===== src/rtl/pc_update_unit.sv =====
// Program-counter stage: registers the next fetch address, stalls on BUSYWAIT,
// and keeps retired-instruction and taken-redirect counters.
module pc_update_unit #(
  parameter int unsigned      WIDTH    = 32,
  parameter logic [WIDTH-1:0] RESET_PC = '0
) (
  input  logic             CLK,
  input  logic             RESET,
  input  logic             BRANCH,
  input  logic [7:0]       OFFSET,
  input  logic             BUSYWAIT,
  output logic [WIDTH-1:0] PC,
  output logic [WIDTH-1:0] PC_PLUS4,
  output logic [WIDTH-1:0] INSTR_COUNT,
  output logic [15:0]      TAKEN_COUNT,
  output logic             RUNNING
);

  typedef enum logic [1:0] {
    BOOT  = 2'd0,
    RUN   = 2'd1,
    STALL = 2'd2
  } state_t;

  state_t           state_q, state_d;
  logic [WIDTH-1:0] pc_q, pc_d;
  logic [WIDTH-1:0] instr_q, instr_d;
  logic [15:0]      taken_q, taken_d;
  logic             running_q, running_d;
  logic             advance;
  logic [WIDTH-1:0] offset_bytes;
  logic [WIDTH-1:0] target;

  // Sign-extended word offset scaled to bytes, and the redirect target.
  always_comb begin
    offset_bytes = {{(WIDTH-10){OFFSET[7]}}, OFFSET, 2'b00};
    PC_PLUS4     = pc_q + WIDTH'(4);
    target       = PC_PLUS4 + offset_bytes;
  end

  // Next-state logic: decides when the PC advances and where the FSM goes.
  always_comb begin
    state_d = state_q;
    advance = 1'b0;
    unique case (state_q)
      BOOT: state_d = RUN;
      RUN: begin
        if (BUSYWAIT) state_d = STALL;
        else          advance = 1'b1;
      end
      STALL: begin
        if (!BUSYWAIT) begin
          advance = 1'b1;
          state_d = RUN;
        end
      end
      default: state_d = BOOT;
    endcase
    running_d = (state_d == RUN);
  end

  // Datapath updates applied only on an advancing edge.
  always_comb begin
    pc_d    = pc_q;
    instr_d = instr_q;
    taken_d = taken_q;
    if (advance) begin
      pc_d    = BRANCH ? target : PC_PLUS4;
      instr_d = instr_q + WIDTH'(1);
      if (BRANCH && (taken_q != 16'hFFFF)) taken_d = taken_q + 16'd1;
    end
  end

  // State and counter registers with asynchronous reset.
  always_ff @(posedge CLK or posedge RESET) begin
    if (RESET) begin
      state_q   <= BOOT;
      pc_q      <= RESET_PC;
      instr_q   <= '0;
      taken_q   <= '0;
      running_q <= 1'b0;
    end else begin
      state_q   <= state_d;
      pc_q      <= pc_d;
      instr_q   <= instr_d;
      taken_q   <= taken_d;
      running_q <= running_d;
    end
  end

  assign PC          = pc_q;
  assign INSTR_COUNT = instr_q;
  assign TAKEN_COUNT = taken_q;
  assign RUNNING     = running_q;

endmodule


===== config.mk =====
export PLATFORM = sky130hd
export DESIGN_NAME = pc_update_unit
export DESIGN_NICKNAME = d
export VERILOG_FILES = /design/src/rtl/pc_update_unit.sv
export SDC_FILE = /design/constraint.sdc
export NUM_CORES = 1
export LEC_CHECK = 0
export BUFFER_PORTS_ARGS = -buffer_cell sky130_fd_sc_hd__buf_2
export CAP_MARGIN = 20
export CORE_UTILIZATION = 50
export DETAILED_ROUTE_END_ITERATION = 7
export GPL_TIMING_DRIVEN = 0
export PLACE_DENSITY = 0.74
export SYNTH_ARGS = -nofsm -noshare
export SYNTH_HDL_FRONTEND = slang
export SYNTH_SLANG_ARGS = --single-unit

===== constraint.sdc =====
create_clock -name CLK -period 5 [get_ports CLK]
set_input_delay 0.75 -clock CLK [delete_from_list [all_inputs] [get_ports CLK]]
set_output_delay 0.75 -clock CLK [all_outputs]
set_load 0.02 [all_outputs]

======== After elaboration in Yosys (flattened, before gate mapping) ========
Index checks and enable logic that the tools add are counted.
Widths: inputs -> output; s select.
cells by class
  add/sub/neg operators ................... 4
  multiply operators ...................... 0
  divide/modulo/power cells ............... 0
  $lt $le $gt $ge ......................... 0
  eq/ne operators ......................... 4
  shift-type cells ........................ 0
  muxes and demuxes ....................... 6
  bitwise logic cells ..................... 0
  reductions and logical operators ........ 4
operators with widths
  cell                   number
  $add 32x1->32 const B  1
  $add 32x3->32 const B  1
  $add 32x32->32         1
  $mux 32                1
  $add 16x1->16 const B  1
  $ne 16x16->1 const B   1
  $pmux 2 s3             1
  $eq 2x1->1 const B     2
  $mux 2                 2
  $eq 2x2->1 const B     1
  $logic_not 2->1        1
  $mux 1                 2
  $reduce_and 2->1       1
  $reduce_or 2->1        1
  $logic_and 1x1->1      1
word-level totals
  register bits after elaboration ......... 83
  latch bits .............................. 0
  memory bits (writable) .................. 0
  bits in read-only memories .............. 0
  input port bits ......................... 12
  output and inout bits ................... 113
  logic and storage cells ................. 23
  memories kept ........................... 0

======== Depth between registers and ports, before layout ========
  depth after elaboration ................. 4
  mapped depth ............................ 17
  mapped depth without buffers ............ 16

======== Worst setup path after synthesis ========
Ideal clock, no wire load.
  path kind ............................... register to register
  start point ............................. register pc_q[2] (netlist: PC[2])
  end point ............................... register pc_q[31] (netlist: PC[31])
  setup time .............................. 0.076 ns
  arrival ................................. 3.990 ns
  data required time ...................... 4.924 ns
  setup slack ............................. 0.934 ns
  stages on the path, launching flop included .. 16
  path buffers ............................ 0
  clock period less this slack ............ 4.066 ns
  path through ............................ dfrtp_1 > ha_1 > nand4_1 > nor3_2 > and2_1 > nand2_1 > nor2_1 > xor2_1 > ha_1 > a211oi_1 > o21ai_0 > a31oi_1 > a21oi_1 > or4_4 > xnor2_1 > o21ai_1
between the ends
  word-level cells in the longest chain between the ends .. 3
ends and longest elaborated chain
  element                 line  RTL
  start, declared         26    logic [WIDTH-1:0] pc_q, pc_d;
  start signal, assigned  84    pc_q <= pc_d;
  $add 32x3->32           37    PC_PLUS4 = pc_q + WIDTH'(4);
  net PC_PLUS4[28]        13    output logic [WIDTH-1:0] PC_PLUS4,
  $add 32x32->32          38    target = PC_PLUS4 + offset_bytes;
  $mux 32                 68    pc_d = BRANCH ? target : PC_PLUS4;
The timed path passes the listed nets, and every way through them passes these cells.
A chain may end at the register's enable or synchronous reset.

======== Worst setup path in the final report ========
  start point ............................. register pc_q[2] (netlist: PC[2])
  end point ............................... register pc_q[31] (netlist: PC[31])
between the ends
  word-level cells in the longest chain between the ends .. 3
ends and longest elaborated chain
  element          line
  $add 32x3->32 *  37
  $add 32x32->32   38
  $mux 32 *        68
Mark *: on every way between the ends. The rest lies on a longest branch, timed or not.

==> summary.md <==
| Metric | Value |
|---|---|
| Area Growth Syn to Fin | 18.06% |
| Critical Path End Type | flop |
| I/O pins | 125 |
| Initial Util | 51.26% |
| Largest net degree at the start of global routing | 53 |
| Post-route minimum period | 4.709 ns |
| Final core area utilization | 60.51% |
| Worst hold path class | input pin to asynchronous set/reset pin |
| CTS Sinks | 81 |
| Post-synthesis compound-gate area fraction | 18.22% |
| Rel. slew slack | 50.55% |
| Setup Skew | 0.006893 ns |
| Clk root buf | clkbuf_16 |
| Area post-placement | 0.006952 mm² |
| Wire length on met3 | 1193 µm |
| Post-CTS setup buffer count | 0 |
| Die ar. | 0.01271 mm² |
| FILL cells | 1,056 |
| Async S/R FF share, synth | 100.0% |
| XOR/XNOR Fraction of Synth Area | 13.14% |
| Synth Instances | 707 |
| Total leakage power | 3.545 nW |
| Mux contribution to synthesized area | 1.184% |
| M1 WL | 7979 µm |
| GRT Overall Usage | 28.58% |
| Netlist cell types | 71 |
| Outcome | complete, no violations |
| Worst-Skew Late Latency | 0.35 ns |
| Worst Hold Slack | 0.3986 ns |
| Final hold violation count | 0 |
| Peak supply drop | 0.0003080 V |
| Power Dens Cells | 607.6 mW/mm² |
| Critical Path Start Type | flop |
| Sequential element share of the synthesized area | 33.06% |
| Number of enable flip-flop cells after synthesis | 0 |
| Max Clock Freq | 212.4 MHz |
| Synth Area in Adders | 8.898% |
| Synth Area per Inst | 8.672 µm² |
| Crit path largest cell delay | 0.54 ns |
| Vias/cell | 5.954 |
| TritonCTS Buffers | 9 |
| Setup crit start | PC[2]$_DFFE_PP0P_ |
| Dominant synthesized flop cell | dfrtp_1 |
| Final HPWL DP | 13,310 µm |
| Bufs on Longest Clock Path | 2 |
| Max FO, Critical Path | 8 |
| NumNets Final | 896 |
| Met2 routed WL | 8277 µm |
| Largest family of logic cells by synthesized area | simple AND/OR/NAND/NOR gates |
| Post-route cell area | 0.007238 mm² |
| Critical-path top delay cell | or4_4 |
| DRT antenna net count | 0 |
| Top Layer Used | met4 |
| RD Place Congestion | 1.001 |
| Wire per inst | 17.97 µm |
| Post-Synth Simple-Gate Area | 21.92% |
| Share of layout cells above drive strength 1 | 19.86% |
| Slew @ Worst Pin | 0.7418 ns |
| Synthesized flop and latch total | 81 |
| Slew Limit Fails | 0 |
| Core box area | 0.01196 mm² |
| Yosys warns | 0 |
| Resized cells post-CTS | 0 |
| Ant. Diodes | 0 |
| Period Utilization, post-route | 94.18% |
| DRT Wirelength | 17,850 µm |
| IO buf count | 119 |
| Unrepaired setup endpoints after global routing | no |
| Setup CP Type | flop to flop |
| Critical path, cell by cell | ha_1 > nand4_1 > nor3_2 > and2_1 > and3_1 > xor2_1 > ha_1 > buf_2 > a21oi_1 > nand2b_1 > o31ai_1 > a21oi_1 > or4_4 > xnor2_1 > o21ai_1 |
| Max Cap Viol | 0 |
| Worst r2r src | PC[2]$_DFFE_PP0P_ |
| Via count | 5,912 |
| Vias in the first global route | 5,534 |
| H-Tree Level Count | 3 |
| Hold Buf Count CTS | 0 |
| Arrival time of the worst setup path | 4.94 ns |
| Std-Cell Rows | 40 |
| Initial antenna violation count | 0 |
| Final std cells w/o fill | 993 |
| Placed insts | 977 |
| Die X | 112.7 µm |
| Fin Setup TNS | 0 ns |
| CTS tree | built |
| Final setup violation count | 0 |
| Drt first pass iters | 5 |
| Die H | 112.7 µm |
| Overflow after GRT | 0 |
| DRT iter0 DRCs | 448 |
| Clk pin slew, worst setup/hold paths | 0.07 ns |
| Post-route DRC | 0 |
| First-pass GRT wire length | 28,660 µm |
| Post-Syn Area | 0.006131 mm² |
| CP required | 5.23 ns |
## cells in the final DEF (no fill, tap or decap), types with 4 or more instances in the layout
master     synthesis  final
a211oi_1           9      9
a21boi_0           5      5
a21o_1            18     18
a21oi_1           48     48
a22oi_1            5      5
a31oi_1            9      9
a32oi_1            5      5
and3_1            21     21
and4_1             6      6
buf_2              4    123
buf_4              5      5
clkbuf_1          11     11
clkbuf_16          0      9
conb_1             1      4
dfrtp_1           81     81
ha_1              42     42
inv_1             20     19
mux2i_1            5      5
nand2_1           71     71
nand2b_1           5      5
nand3_1           34     34
nand4_1           23     23
nor2_1            60     60
nor2b_1            5      5
nor3_1            11     11
o21ai_0           42     42
o21ai_1            4      4
or3_1              4      4
xnor2_1           58     58
xor2_1            34     34
## per-layer routing
layer	up-vias	GRT usage, %
met2	236	46.67
met3	27	5.303
met4	0	9.333
met5	-	0
li1	2815	-
met1	2834	38.36
## final cells by class
class / instances / area [µm²] / area share, %
inverters: 20 / 77.57 / 1.072
repair buffers: 120 / 623.1 / 8.608
plain buffers: 26 / 140.1 / 1.936
flip-flops and latches: 81 / 2027 / 28.00
well taps: 147 / 183.9 / 2.541
clock buffers: 10 / 239.0 / 3.302
multi-input cells: 583 / 3900 / 53.88
clock inverters: 6 / 47.55 / 0.6569
## cell usage after synthesis (2+ instances only)
master	instances	share of area, %
nand4_1	23	2.3
nor3b_1	2	0.24
clkbuf_1	11	0.67
o21bai_1	3	0.37
mux2_2	2	0.37
dfrtp_1	81	33
nor4_1	2	0.20
a31oi_1	9	0.92
nor2_1	60	3.7
a21oi_1	48	3.9
buf_1	3	0.18
nor3_1	11	0.90
o21ai_0	42	3.4
nor2b_1	5	0.51
nand3_1	34	2.8
a21o_1	18	2.2
mux2i_1	5	0.82
a311oi_1	2	0.29
xnor2_1	58	8.3
nand2_1	71	4.3
and3_1	21	2.1
nand2b_1	5	0.51
a211oi_1	9	1.1
o31ai_1	3	0.37
or3_1	4	0.41
a22oi_1	5	0.61
a2111oi_0	2	0.29
buf_2	4	0.33
and4_1	6	0.86
a21boi_0	5	0.61
and3_4	2	0.37
o21a_1	2	0.24
inv_1	20	1.2
and2_1	3	0.31
xor2_1	34	4.9
o22ai_1	2	0.20
a32oi_1	5	0.71
a221o_1	3	0.49
ha_1	42	8.6
buf_4	5	0.61
o21ai_1	4	0.33
a31o_2	2	0.29
## sequential cells by signal, summed over array words and instances (netlist names)
register and count:
PC 30, TAKEN_COUNT 16, RUNNING 1, INSTR_COUNT 32, state_q 2
## worst paths after layout
kind,endpoint,slack [ns],cells after the start
worst max-delay path,PC[31]$_DFFE_PP0P_,0.29,15
worst min-delay path,INSTR_COUNT[14]$_DFFE_PP0P_,0.40,2
worst min register to register,INSTR_COUNT[31]$_DFFE_PP0P_,0.47,1
worst max register to register,PC[31]$_DFFE_PP0P_,0.29,15
min in group CLK,INSTR_COUNT[31]$_DFFE_PP0P_,0.47,1
max in group asynchronous,PC[5]$_DFFE_PP0P_,3.99,3
## power by group
part / switching, mW / leakage, nW / internal [mW]
clock network: 0.292 / 0.140 / 0.356
registers: 0.231 / 1.04 / 0.821
logic: 1.70 / 2.36 / 0.997
total: 2.22 / 3.55 / 2.17
## metrics by stage
| stage | total power [mW] | setup slack (ns) |
|---|---|---|
| 6_report | 4.398 | 0.2910 |
| 5_1_grt | 4.700 | 0.05855 |
| 4_1_cts | 4.375 | 0.3999 |
| 3_5_place_dp | 3.711 | 0.4349 |
| 3_3_place_gp | 3.652 | 0.5024 |
| 2_1_floorplan | 2.942 | 0.9336 |
## cell families (layout without fill, tap and decap cells)
family,Yosys count,after routing
compound gates,176,176
fa+ha+maj,43,43
xor+xnor,92,92
simple gates,261,261
flops,81,81
buf+inv,46,182
other cells,1,4
mux,7,7
## worst max-delay path: cells and delay by family, from the launching register on
kind	cells	cell delay, ns
buf+inv	1	0.17
xor+xnor	2	0.48
compound gates	4	0.86
fa+ha+maj	2	0.60
flops	1	0.46
simple gates	6	2.01
Power figures use the tool's default switching activity.
